### src/rtl/multdiv_pkg.sv
// rtl/multdiv_pkg.sv - shared encodings and constants for the multdiv issue controller
package multdiv_pkg;

  typedef enum logic [1:0] {
    ST_IDLE  = 2'd0,
    ST_START = 2'd1,
    ST_RUN   = 2'd2,
    ST_DONE  = 2'd3
  } state_t;

  localparam int          TIMEOUT_DEFAULT = 40;
  localparam logic [4:0]  EXC_REG         = 5'd30;
  localparam logic [31:0] MULT_EXC_CODE   = 32'd4;
  localparam logic [31:0] DIV_EXC_CODE    = 32'd5;

  function automatic logic [31:0] exc_code(input logic is_mult);
    return is_mult ? MULT_EXC_CODE : DIV_EXC_CODE;
  endfunction

endpackage

### src/rtl/multdiv_timer.sv
// rtl/multdiv_timer.sv - clearable RUN-cycle counter with terminal-count flag
module multdiv_timer #(
  parameter int TIMEOUT = 40
) (
  input  logic clock,
  input  logic reset,
  input  logic clear,
  input  logic enable,
  output logic expired
);

  logic [5:0] count;

  always_ff @(posedge clock or posedge reset) begin
    if (reset) begin
      count <= 6'd0;
    end else if (clear) begin
      count <= 6'd0;
    end else if (enable) begin
      count <= count + 6'd1;
    end
  end

  // count holds the number of RUN cycles already completed, so this fires
  // during the TIMEOUT-th RUN cycle
  assign expired = enable && (count == 6'(TIMEOUT - 1));

endmodule

### src/rtl/multdiv_issue.sv
// rtl/multdiv_issue.sv - issue/writeback controller in front of the iterative multiplier and divider
module multdiv_issue
  import multdiv_pkg::*;
#(
  parameter int TIMEOUT = TIMEOUT_DEFAULT
) (
  input  logic        clock,
  input  logic        reset,
  input  logic        in_valid,
  input  logic        in_is_mult,
  input  logic        in_is_div,
  input  logic [31:0] in_a,
  input  logic [31:0] in_b,
  input  logic [4:0]  in_rd,
  output logic        stall,
  output logic        ctrl_MULT,
  output logic        ctrl_DIV,
  output logic [31:0] op_a,
  output logic [31:0] op_b,
  input  logic [31:0] unit_result,
  input  logic        unit_exception,
  input  logic        unit_resultRDY,
  output logic        wb_valid,
  output logic [4:0]  wb_rd,
  output logic [31:0] wb_result,
  input  logic        wb_ack
);

  state_t     state;
  logic [4:0] rd_q;
  logic       is_mult;
  logic       timer_expired;

  multdiv_timer #(.TIMEOUT(TIMEOUT)) u_timer (
    .clock   (clock),
    .reset   (reset),
    .clear   (state == ST_START),
    .enable  (state == ST_RUN),
    .expired (timer_expired)
  );

  always_ff @(posedge clock or posedge reset) begin
    if (reset) begin
      state     <= ST_IDLE;
      stall     <= 1'b0;
      ctrl_MULT <= 1'b0;
      ctrl_DIV  <= 1'b0;
      wb_valid  <= 1'b0;
      op_a      <= 32'd0;
      op_b      <= 32'd0;
      wb_rd     <= 5'd0;
      wb_result <= 32'd0;
      rd_q      <= 5'd0;
      is_mult   <= 1'b0;
    end else begin
      ctrl_MULT <= 1'b0;
      ctrl_DIV  <= 1'b0;
      case (state)
        ST_IDLE: begin
          // mult takes priority when both kind flags are set
          if (in_valid && (in_is_mult || in_is_div)) begin
            op_a      <= in_a;
            op_b      <= in_b;
            rd_q      <= in_rd;
            is_mult   <= in_is_mult;
            ctrl_MULT <= in_is_mult;
            ctrl_DIV  <= !in_is_mult;
            stall     <= 1'b1;
            state     <= ST_START;
          end
        end
        ST_START: begin
          state <= ST_RUN;
        end
        ST_RUN: begin
          if (unit_resultRDY && !unit_exception) begin
            wb_rd     <= rd_q;
            wb_result <= unit_result;
            wb_valid  <= 1'b1;
            state     <= ST_DONE;
          end else if (unit_resultRDY || timer_expired) begin
            wb_rd     <= EXC_REG;
            wb_result <= exc_code(is_mult);
            wb_valid  <= 1'b1;
            state     <= ST_DONE;
          end
        end
        ST_DONE: begin
          if (wb_ack) begin
            wb_valid <= 1'b0;
            stall    <= 1'b0;
            state    <= ST_IDLE;
          end
        end
        default: state <= ST_IDLE;
      endcase
    end
  end

endmodule
### config.mk
export PLATFORM = sky130hd
export DESIGN_NAME = multdiv_issue
export DESIGN_NICKNAME = d
export VERILOG_FILES = /design/src/rtl/multdiv_pkg.sv /design/src/rtl/multdiv_timer.sv /design/src/rtl/multdiv_issue.sv
export SDC_FILE = /design/constraint.sdc
export NUM_CORES = 1
export LEC_CHECK = 0
export BUFFER_PORTS_ARGS = -buffer_cell sky130_fd_sc_hd__clkbuf_2
export CAP_MARGIN = 20
export CORE_MARGIN = 2
export CORE_UTILIZATION = 50
export DETAILED_ROUTE_END_ITERATION = 16
export PLACE_DENSITY = 0.82
export SYNTH_ARGS = -nofsm -noshare
export SYNTH_HDL_FRONTEND = slang
export SYNTH_HIERARCHICAL = 1
export SYNTH_SLANG_ARGS = --single-unit
### constraint.sdc
create_clock -name clock -period 5.2 [get_ports clock]
set_input_delay 0.26 -clock clock [delete_from_list [all_inputs] [get_ports clock]]
set_output_delay 0.26 -clock clock [all_outputs]
set_load 0.005 [all_outputs]
==> flow_summary.json, run 1 <==
{
  "cp.arrival_ns": 3.13,
  "power_uw": 3990,
  "cp-start-kind": "flip-flop",
  "max_freq_ghz": 0.364,
  "maxCapViolCount": 0,
  "holdWs_ns": 0.0208,
  "cts-root-buf": "clkbuf_8",
  "syn_to_final_growth_pct": 56.6,
  "synth_warnings": 6,
  "p_comb_share_pct": 32.4,
  "relSlewSlack_pct": 40.8,
  "setup_viol_count_final": 0,
  "slew_violations": 0,
  "regToRegEndpoint": "state[1]",
  "p_int_uw": 2690,
  "wirelength_mm": 14.4,
  "path_clk_slew_ns": 0.06,
  "fp.dieW_um": 101,
  "required_ns": 5.58,
  "ys_seq_area_share_pct": 63.4,
  "pwr-share-clk_pct": 26.7,
  "vias": 4114,
  "first_iter_violations": 104,
  "clk_latency_ns": 0.49,
  "post-route-cell-area_um2": 7350,
  "dr.pass1.iters": 5,
  "gp_congestion": 0.798,
  "avgSynthCellArea_um2": 12.8,
  "cts_tree": "yes",
  "status": "complete, no violations",
  "antennaDiodeCount": 0,
  "reg2reg_from": "state[0]",
  "cp_cell_sequence": "inv_1 -> ha_1 -> nand3_1 -> nor4b_1 -> nor2_1 -> a221oi_1 -> mux2_2",
  "fin_nets": 798,
  "grt_pass1_vias": 4300,
  "grt_pass1_wl_mm": 21.3,
  "hold_viol_final": 0,
  "worstSetupEndpoint": "state[1]",
  "reg2reg_depth": 7,
  "skew_ns": 0.00929,
  "cts_inserted_buffers": 17,
  "clock_path_buffers": 2,
  "synth_fp_nets": 482,
  "slowest_delay_ns": 0.70,
  "ys_ff_latch": 119,
  "grt_usage_pct": 27.9,
  "crit_start": "state[0]",
  "initial_core_util_pct": 51.1,
  "crit_fanout": 10,
  "critPathSlowestCell": "nor4b_1",
  "final.period_utilization_pct": 52.8,
  "ios": 214,
  "synth_area_um2": 4700,
  "ant_nets": 0,
  "placed_area_um2": 5810,
  "p_leak_uw": 0.00369,
  "worst_slack_ns": 2.46,
  "swShare_pct": 32.7,
  "synth_cells": 368,
  "drive_gt1_share_pct": 45.5,
  "clock_sink_count": 119,
  "tns_ns": 0,
  "die_h_um": 101,
  "drc_errors": 0,
  "netSwitchingPower_uw": 1310,
  "hpwl_mm": 7.73,
  "peakVddDrop_uv": 415,
  "worstSetupPathType": "flip-flop to flip-flop",
  "pre_cts_slack_ns": 2.44,
  "rsz0062_at_grt": "false",
  "postCtsSetupRepairBufs": 0,
  "antenna_found_initial": 0,
  "crit_path_end_kind": "flip-flop",
  "vias_per_cell": 5.10,
  "grt_max_degree": 75,
  "pwr-share-seq_pct": 40.9,
  "routedWlPerCell_um": 17.8,
  "period_minus_slack_ns": 2.74,
  "cts_resized": 0,
  "p_per_area_nw_per_um2": 543,
  "hold_path_class": "input port to flip-flop",
  "cts_htree_levels": 4,
  "std_cell_rows": 35,
  "port_buffers": 213,
  "dieArea_um2": 10200,
  "core_area_um2": 9200,
  "r2r_slack_ns": 2.46,
  "worst_pin_slew_ns": 0.887,
  "synthDistinctLibCells": 33,
  "globalRoute.totalOverflow": 0
}
-- through the flow --
stage,util (%),cells
after floorplan,-,368
after global placement,63.1,676
after detailed placement,63.1,676
after CTS,79.6,804
after global routing,80.0,807
final,80.0,807
-- cells in the final DEF, fill, tap and decap left out, drive strengths merged, types with 2 or more instances in the layout --
master       count
inv              8
ha               5
mux2            70
clkinvlp         2
a21oi            2
nor2            14
clkinv           7
buf              4
nor2b            2
o21ai           40
dfrtp          119
dlygate4sd3     99
clkbuf         230
xor2             3
nand4            2
nand2           73
-- Yosys cell counts, drive strengths merged --
library cell	instances	share of area, %
mux2	70	17
nand3	1	0.11
a221oi	1	0.19
a21o	1	0.16
o311ai	1	0.19
xnor2	1	0.19
nand2	73	5.8
inv	4	0.32
nand2b	1	0.13
o32a	1	0.21
o31ai	1	0.16
a21oi	2	0.21
o21ai	40	4.3
and2	1	0.13
nor4b	1	0.19
mux2i	1	0.21
o21ba	1	0.21
nor2	14	1.1
o211ai	1	0.45
clkbuf	3	0.29
and3	1	0.13
ha	5	1.3
nor2b	2	0.27
buf	16	2.6
xor2	3	0.56
dfrtp	119	63
or3	1	0.13
nand4	2	0.27
-- worst max-delay path, delay by kind of cell (launching register included) --
| kind | cells | cell delay [ns] |
|---|---|---|
| and+or+nand+nor | 3 | 0.94 |
| DFF | 1 | 0.42 |
| buffers and inverters | 1 | 0.10 |
| adders and majority gates | 1 | 0.40 |
| muxes | 1 | 0.38 |
| AOI/OAI and AO/OA | 1 | 0.40 |
-- timing repair --
item	in CTS	in global routing
setup endpoints to repair	0	0
hold buffers	97	2
endpoints found under the hold margin	142	2
-- power by group through the flow --
| stage | Sequential, uW | Combinational [uW] | Clock (uW) |
|---|---|---|---|
| floorplan | 1610 | 607 | 0 |
| global placement | 1570 | 1140 | 0 |
| detailed placement | 1610 | 1180 | 0 |
| CTS | 1600 | 1250 | 1080 |
| global route | 1680 | 1410 | 1130 |
| finish | 1630 | 1290 | 1060 |
-- flip-flops by register name, indices dropped and copies added (netlist names) --
register	cells
ctrl_MULT	1
wb_result	32
wb_rd	5
wb_valid	1
ctrl_DIV	1
state	2
op_a	32
u_timer/count	6
rd_q	5
stall	1
op_b	32
is_mult	1
-- worst min-delay path by stage --
stage / slack [ns] / cells past startpoint / end / startpoint
floorplan: 0.05 / 1 / u_timer/count[0] / reset
global placement: 0.20 / 2 / u_timer/count[3] / reset
detailed placement: 0.21 / 2 / u_timer/count[2] / reset
CTS: 0.002 / 2 / op_b[13] / in_b[13]
global route: 0.004 / 2 / op_a[18] / in_a[18]
finish: 0.02 / 2 / op_a[18] / in_a[18]
-- metal layers --
metal  vias to the layer above  GRT usage, %  share of wire [%]
met5                         -             0                  0
li1                       1877             -                  -
met2                       216          52.6                 55
met4                         0          14.7                5.0
met3                        59          8.18                5.9
met1                      1962          27.2                 34
-- cell type report --
cell class,instances,area (um^2)
clock buffers,17,414
well taps,111,139
inverters,4,17.5
multi-input cells,226,1580
repair buffers,316,2090
clock inverters,14,126
fillers,503,1840
flip-flops and latches,119,2980
-- kinds of logic (layout without fill, tap and decap cells) --
logic type / after synthesis / in the layout / synth area share, %
AOI/OAI and AO/OA: 49 / 49 / 6.05
muxes: 71 / 71 / 17.0
xor gates and xnor gates: 4 / 4 / 0.746
buffers and inverters: 23 / 351 / 3.17
and+or+nand+nor: 97 / 97 / 8.31
DFF: 119 / 119 / 63.4
adders and majority gates: 5 / 5 / 1.33
Power figures use the tool's default switching activity.
==> run 2, diff against run 1 <==
Settings changed: CORE_UTILIZATION 50 to 47, PLACE_DENSITY 0.82 to 0.77.
Clock period 5.2 ns to 2.8 ns, I/O delays scaled along.
==> run 2 against run 1 <==
  * Fmax grew 22%
  * Non-clock buffer count grew 10
  * Largest power group unchanged
  * Critical path depth is 2 higher
  * Clock skew down 0.0039 ns
  * Cell count rose by 4.2%
  * Highest routed layer unchanged
  * Largest cell class unchanged
  * Combinational power increased by 88%
  * Sequential power is 85% higher
  * Via count is 0.88% higher
  * Sequential cell count did not move
  * Final area up 2.5%
==> flow_summary.json, run 2 (same netlist as run 1, synthesis figures left out) <==
{
  "top_layer_used": "met4",
  "worst_pin_slew_ns": 0.910,
  "grt_max_degree": 51,
  "dp_cells": 703,
  "skew_ns": 0.00542,
  "vias": 4150,
  "cp.arrival_ns": 2.66,
  "slew_violations": 0,
  "wl_met3_um": 661,
  "required_ns": 3.22,
  "reg2reg_depth": 9,
  "gp_congestion": 0.774,
  "vias_per_cell": 4.93,
  "routedWlPerCell_um": 16.6,
  "cts_tree": "yes",
  "hold_depth": 3,
  "globalRoute.totalOverflow": 0,
  "final.period_utilization_pct": 80.1,
  "port_buffers": 213,
  "cts_inserted_buffers": 17,
  "wl_met1_mm": 4.97,
  "post-route-cell-area_um2": 7530,
  "status": "complete, no violations",
  "grt_pass1_wl_mm": 22.5,
  "max_freq_ghz": 0.446,
  "ios": 214,
  "hpwl_mm": 7.96,
  "clock_sink_count": 119,
  "clock_path_buffers": 2,
  "first_iter_violations": 204,
  "p_per_area_nw_per_um2": 996,
  "fin_nets": 808,
  "core_area_um2": 9730,
  "tns_ns": 0,
  "relSlewSlack_pct": 39.1,
  "postLayoutCoreUtil_pct": 77.4,
  "wirelength_mm": 13.9,
  "grt_usage_pct": 26.7,
  "hold_buffers": 105,
  "worstSetupPathType": "flip-flop to flip-flop",
  "setup_viol_count_final": 0,
  "drc_errors": 0,
  "dieArea_um2": 10800,
  "crit_path_end_kind": "flip-flop",
  "layout_common_cells": "clkbuf_2, dfrtp_1, dlygate4sd3_1",
  "clk_latency_ns": 0.51,
  "fin_cells": 841,
  "die_h_um": 104,
  "syn_to_final_growth_pct": 60.4,
  "cts_resized": 0,
  "hold_viol_final": 0,
  "cts_htree_levels": 4,
  "placed_area_um2": 5910,
  "peakVddDrop_uv": 608,
  "grt_pass1_vias": 4500,
  "holdWs_ns": 0.0297,
  "std_cell_rows": 36,
  "path_clk_slew_ns": 0.06,
  "hold_path_class": "input port to flip-flop",
  "cts-root-buf": "clkbuf_8",
  "largestRegisters": "op_a x32, op_b x32, wb_result x32",
  "cp-start-kind": "flip-flop",
  "drive_gt1_share_pct": 45.5,
  "final_common_cell": "clkbuf_2",
  "met2_length_mm": 7.82,
  "period_minus_slack_ns": 2.24,
  "rsz0062_at_grt": "false",
  "initial_core_util_pct": 48.3,
  "fp.dieW_um": 104,
  "antenna_found_initial": 1,
  "maxCapViolCount": 0,
  "p_leak_uw": 0.00374,
  "dr.pass1.iters": 4,
  "crit_fanout": 42,
  "ant_nets": 0,
  "postCtsSetupRepairBufs": 0
}
[run 2: cell types whose count changed in the layout (fill, tap and decap cells not counted), sizes merged]
cell and change:
buf +4, dlygate4sd3 +6, inv -3, bufinv +1
diode +1, clkinvlp +5, clkinv -2
[run 2: per-layer routing]
| metal | up-vias | track usage [%] |
|---|---|---|
| li1 | 1902 | - |
| met1 | 2026 | 28.0 |
| met4 | 0 | 13.6 |
| met2 | 178 | 49.6 |
| met3 | 44 | 6.27 |
| met5 | - | 0 |
[run 2: through the flow]
step	power, uW	setup slack [ns]
after floorplan	4120	0.567
after global placement	5100	0.702
after detailed placement	5240	0.576
after CTS	7450	0.572
after global routing	7920	0.353
final	7510	0.556
[run 2: power by group]
part | total (uW) | switching [uW] | leakage, uW | internal, uW
clock | 2080 | 811 | 0.000263 | 1270
sequential | 3010 | 481 | 0.00147 | 2530
combinational | 2420 | 1100 | 0.00200 | 1320
[run 2: cell type report]
class / instances / area [um^2]
inverters: 4 / 18.8
well taps: 133 / 166
clock inverters: 15 / 155
fillers: 585 / 2200
flip-flops and latches: 119 / 2980
diodes: 1 / 2.50
multi-input cells: 226 / 1580
repair buffers: 326 / 2210
clock buffers: 17 / 414
[run 2: final timing paths]
check	startpoint	to	slack, ns
worst min register to register	wb_result[15]	wb_result[15]	0.48
max in group asynchronous	reset	wb_rd[1]	1.58
min in group asynchronous	reset	u_timer/count[0]	0.12
worst min-delay path	unit_resultRDY	wb_valid	0.03
worst max register to register	state[0]	wb_result[25]	0.56
worst max-delay path	state[0]	wb_result[25]	0.56
[run 2: worst max-delay path, cell delays in order, from the launching register on]
cell,delay [ns]
dfrtp_1,0.39
inv_1,0.08
ha_1,0.21
nand3_1,0.08
nor4b_1,0.05
buf_4,0.15
o21ai_4,0.72
buf_12,0.26
nand2_1,0.09
o21ai_0,0.10
==> run 3, diff against run 2 <==
Settings changed: ABC_AREA from default to 1, CORE_UTILIZATION 47 to 48.
Clock period 2.8 ns to 2.2 ns, I/O delays scaled along.
==> run 3 against run 2 <==
  * Register-to-register slack got worse by 0.22 ns
  * Non-clock buffer count is 2 lower
  * Fmax increased by 20%
  * Count of clock-buffer cells in the layout is 1 higher
  * Cell count increased by 21%
  * Via count grew 19%
  * Routed wire length rose by 10%
  * Worst setup slack got worse by 0.22 ns
  * First-iteration DRC count up 49%
  * Clock power is 34% higher
  * Sequential share of layout area down 1.0 points
  * Combinational power rose by 31%
  * Critical path type unchanged
  * Largest power group unchanged
==> flow_summary.json, run 3 <==
{
  "drc_errors": 0,
  "clk_latency_ns": 0.51,
  "ys_ff_latch": 119,
  "hold_viol_final": 0,
  "peakVddDrop_uv": 612,
  "synth_ff_type": "dfrtp_1",
  "synth_top_family_by_area": "simple AND/OR/NAND/NOR gates",
  "worstPathBufferInverterCount": 2,
  "crit_path_end_kind": "flip-flop",
  "yosysTopAreaCell": "dfrtp_1",
  "cts_htree_levels": 4,
  "pwr-share-seq_pct": 38.7,
  "grt_max_degree": 114,
  "port_buffers": 213,
  "vias": 4925,
  "dieArea_um2": 11200,
  "synthDistinctLibCells": 21,
  "cpMostUsedCell": "nand2_1",
  "clock_sink_count": 119,
  "async_reset_ff_share_pct": 100,
  "worstSetupPathType": "flip-flop to flip-flop",
  "layout_common_cells": "nand2_1, clkbuf_2, dfrtp_1",
  "swShare_pct": 35.1,
  "synth-edff-count": 0,
  "met2_usage_pct": 49.3,
  "postCtsSetupRepairBufs": 0,
  "hold_buffers": 104,
  "synth_fp_nets": 661,
  "grt_pass1_wl_mm": 24.7,
  "p_leak_uw": 0.00435,
  "synth_commonest_cells": "nand2_1, dfrtp_1, nand3_2",
  "fp.dieW_um": 106,
  "fin_nets": 979,
  "required_ns": 2.64,
  "post-route-cell-area_um2": 7740,
  "drive_gt1_share_pct": 32.9,
  "crit_fanout": 37,
  "p_comb_share_pct": 32.6,
  "pwr-share-clk_pct": 28.7,
  "reg2reg_from": "state[0]",
  "initial_core_util_pct": 48.8,
  "critPathSlowestCell": "inv_2",
  "vias_per_cell": 4.86,
  "antennaDiodeCount": 0,
  "synth_compound_area_share_pct": 1.25,
  "cts_tree": "yes",
  "p_per_area_nw_per_um2": 1260,
  "ios": 214,
  "slew_violations": 0,
  "rsz0062_at_grt": "false",
  "synth_warnings": 6,
  "cts_inserted_buffers": 17,
  "crit_start": "state[0]",
  "worst_pin_slew_ns": 0.600,
  "netSwitchingPower_uw": 3410,
  "grt_pass1_vias": 5022,
  "reg2reg_depth": 9,
  "avgSynthCellArea_um2": 9.14,
  "synthMuxAreaShare_pct": 0,
  "p_int_uw": 6300,
  "synth_area_um2": 5000,
  "placed_area_um2": 6090,
  "hold_path_class": "input port to flip-flop",
  "fillers": 624,
  "ant_nets": 0,
  "clock_path_buffers": 2,
  "use_met3_pct": 8.28,
  "maxCapViolCount": 0,
  "relSlewSlack_pct": 60.0,
  "yosysMostFrequentCell": "nand2_1",
  "met1_usage_pct": 32.9,
  "globalRoute.totalOverflow": 0,
  "grt_usage_pct": 28.2,
  "hold_depth": 5,
  "synthTopCellsByArea": "dfrtp_1, nand2_1, nand3_2, buf_6, nand3_1",
  "cp.arrival_ns": 2.31,
  "dr.pass1.iters": 5,
  "min_from": "in_valid",
  "synthSimpleGateAreaFrac_pct": 32.0,
  "tns_ns": 0,
  "wirelength_mm": 15.3,
  "cp-start-kind": "flip-flop",
  "ys_seq_area_share_pct": 59.6,
  "first_iter_violations": 304,
  "path_clk_slew_ns": 0.06,
  "setup_viol_count_final": 0,
  "syn_to_final_growth_pct": 54.8,
  "core_area_um2": 10200,
  "synth_xor_area_share_pct": 0,
  "final.period_utilization_pct": 84.9,
  "std_cell_rows": 37,
  "top_usage_layer": "met2",
  "synthAdderAreaFrac_pct": 1.25,
  "antenna_found_initial": 0,
  "period_minus_slack_ns": 1.87,
  "cp_cell_sequence": "inv_1 -> ha_1 -> nand4_1 -> nor3_1 -> nor2_1 -> nor2_4 -> inv_2 -> nand2_1 -> nand2_1",
  "gp_congestion": 0.782,
  "yosysTopAreaCellShare_pct": 59.6,
  "cp.depth": 9,
  "die_h_um": 106,
  "power_uw": 9710,
  "synth_cells": 547,
  "skew_ns": 0.00575,
  "cts-root-buf": "clkbuf_8",
  "hpwl_mm": 8.56,
  "final_common_cell": "nand2_1",
  "critical_path.top_delay_family": "simple AND/OR/NAND/NOR gates",
  "max_freq_ghz": 0.536,
  "largestRegisters": "op_a x32, op_b x32, wb_result x32",
  "routedWlPerCell_um": 15.1,
  "status": "complete, no violations",
  "slowest_delay_ns": 0.43,
  "cts_resized": 0
}
[run 3: changes by cell type in the layout (fill, tap and decap cells not counted), sizes merged, moves of 2 or more]
| cell | previous run | this run |
|---|---|---|
| nand3 | 1 | 39 |
| inv | 5 | 16 |
| mux2 | 70 | 0 |
| nand2 | 73 | 311 |
| xor2 | 3 | 0 |
| o21ai | 40 | 7 |
| nor2 | 14 | 17 |
| a21oi | 2 | 4 |
| nor2b | 2 | 0 |
[run 3: path summary, 6_finish.rpt]
check | slack (ns) | endpoint
worst max-delay path | 0.33 | wb_result[8]
worst min-delay path | 0.04 | state[0]
worst max register to register | 0.33 | wb_result[8]
worst min register to register | 0.48 | wb_rd[2]
max in group asynchronous | 1.39 | op_a[21]
min in group asynchronous | 0.12 | u_timer/count[2]
[run 3: power groups by stage]
stage,sequential [uW],combinational (uW),clock [uW]
global placement,3700,2820,0
CTS,3720,3100,2840
detailed placement,3720,2940,0
finish,3760,3170,2790
floorplan,3740,1610,0
global route,3860,3530,2940
[run 3: logic make-up after synthesis]
logic type / Yosys count
AOI/OAI and AO/OA: 12
adders and majority gates: 5
buffers and inverters: 41
DFF: 119
and+or+nand+nor: 370
[run 3: tightest hold or removal path: cells and delay by family]
kind / cells / cell delay (ns)
and+or+nand+nor: 4 / 0.31
buffers and inverters: 1 / 0.10
[run 3: stage by stage]
step | instances | utilization, % | setup WS [ns] | hold WS, ns
floorplan | 547 | - | 0.561 | -0.0990
global placement | 878 | 59.5 | 0.438 | 0.0792
detailed placement | 878 | 59.5 | 0.391 | 0.0803
CTS | 1014 | 75.6 | 0.371 | 0.0145
global route | 1014 | 75.6 | 0.182 | 0.0609
finish | 1014 | 75.6 | 0.333 | 0.0445
[run 3: routing by layer]
metal | up-vias | part of all wire, %
met1 | 2335 | 39
met2 | 236 | 52
li1 | 2323 | -
met4 | 0 | 1.9
met3 | 31 | 7.7
met5 | - | 0
[run 3: layout make-up]
cell class,count,area [um^2],share of cell area (%)
Multi-Input combinational cell,387,1720,22.3
Sequential cell,119,2980,38.5
Timing Repair Buffer,324,2200,28.4
Clock buffer,18,428,5.53
Tap cell,136,170,2.20
Inverter,16,63.8,0.825
Clock inverter,14,176,2.28
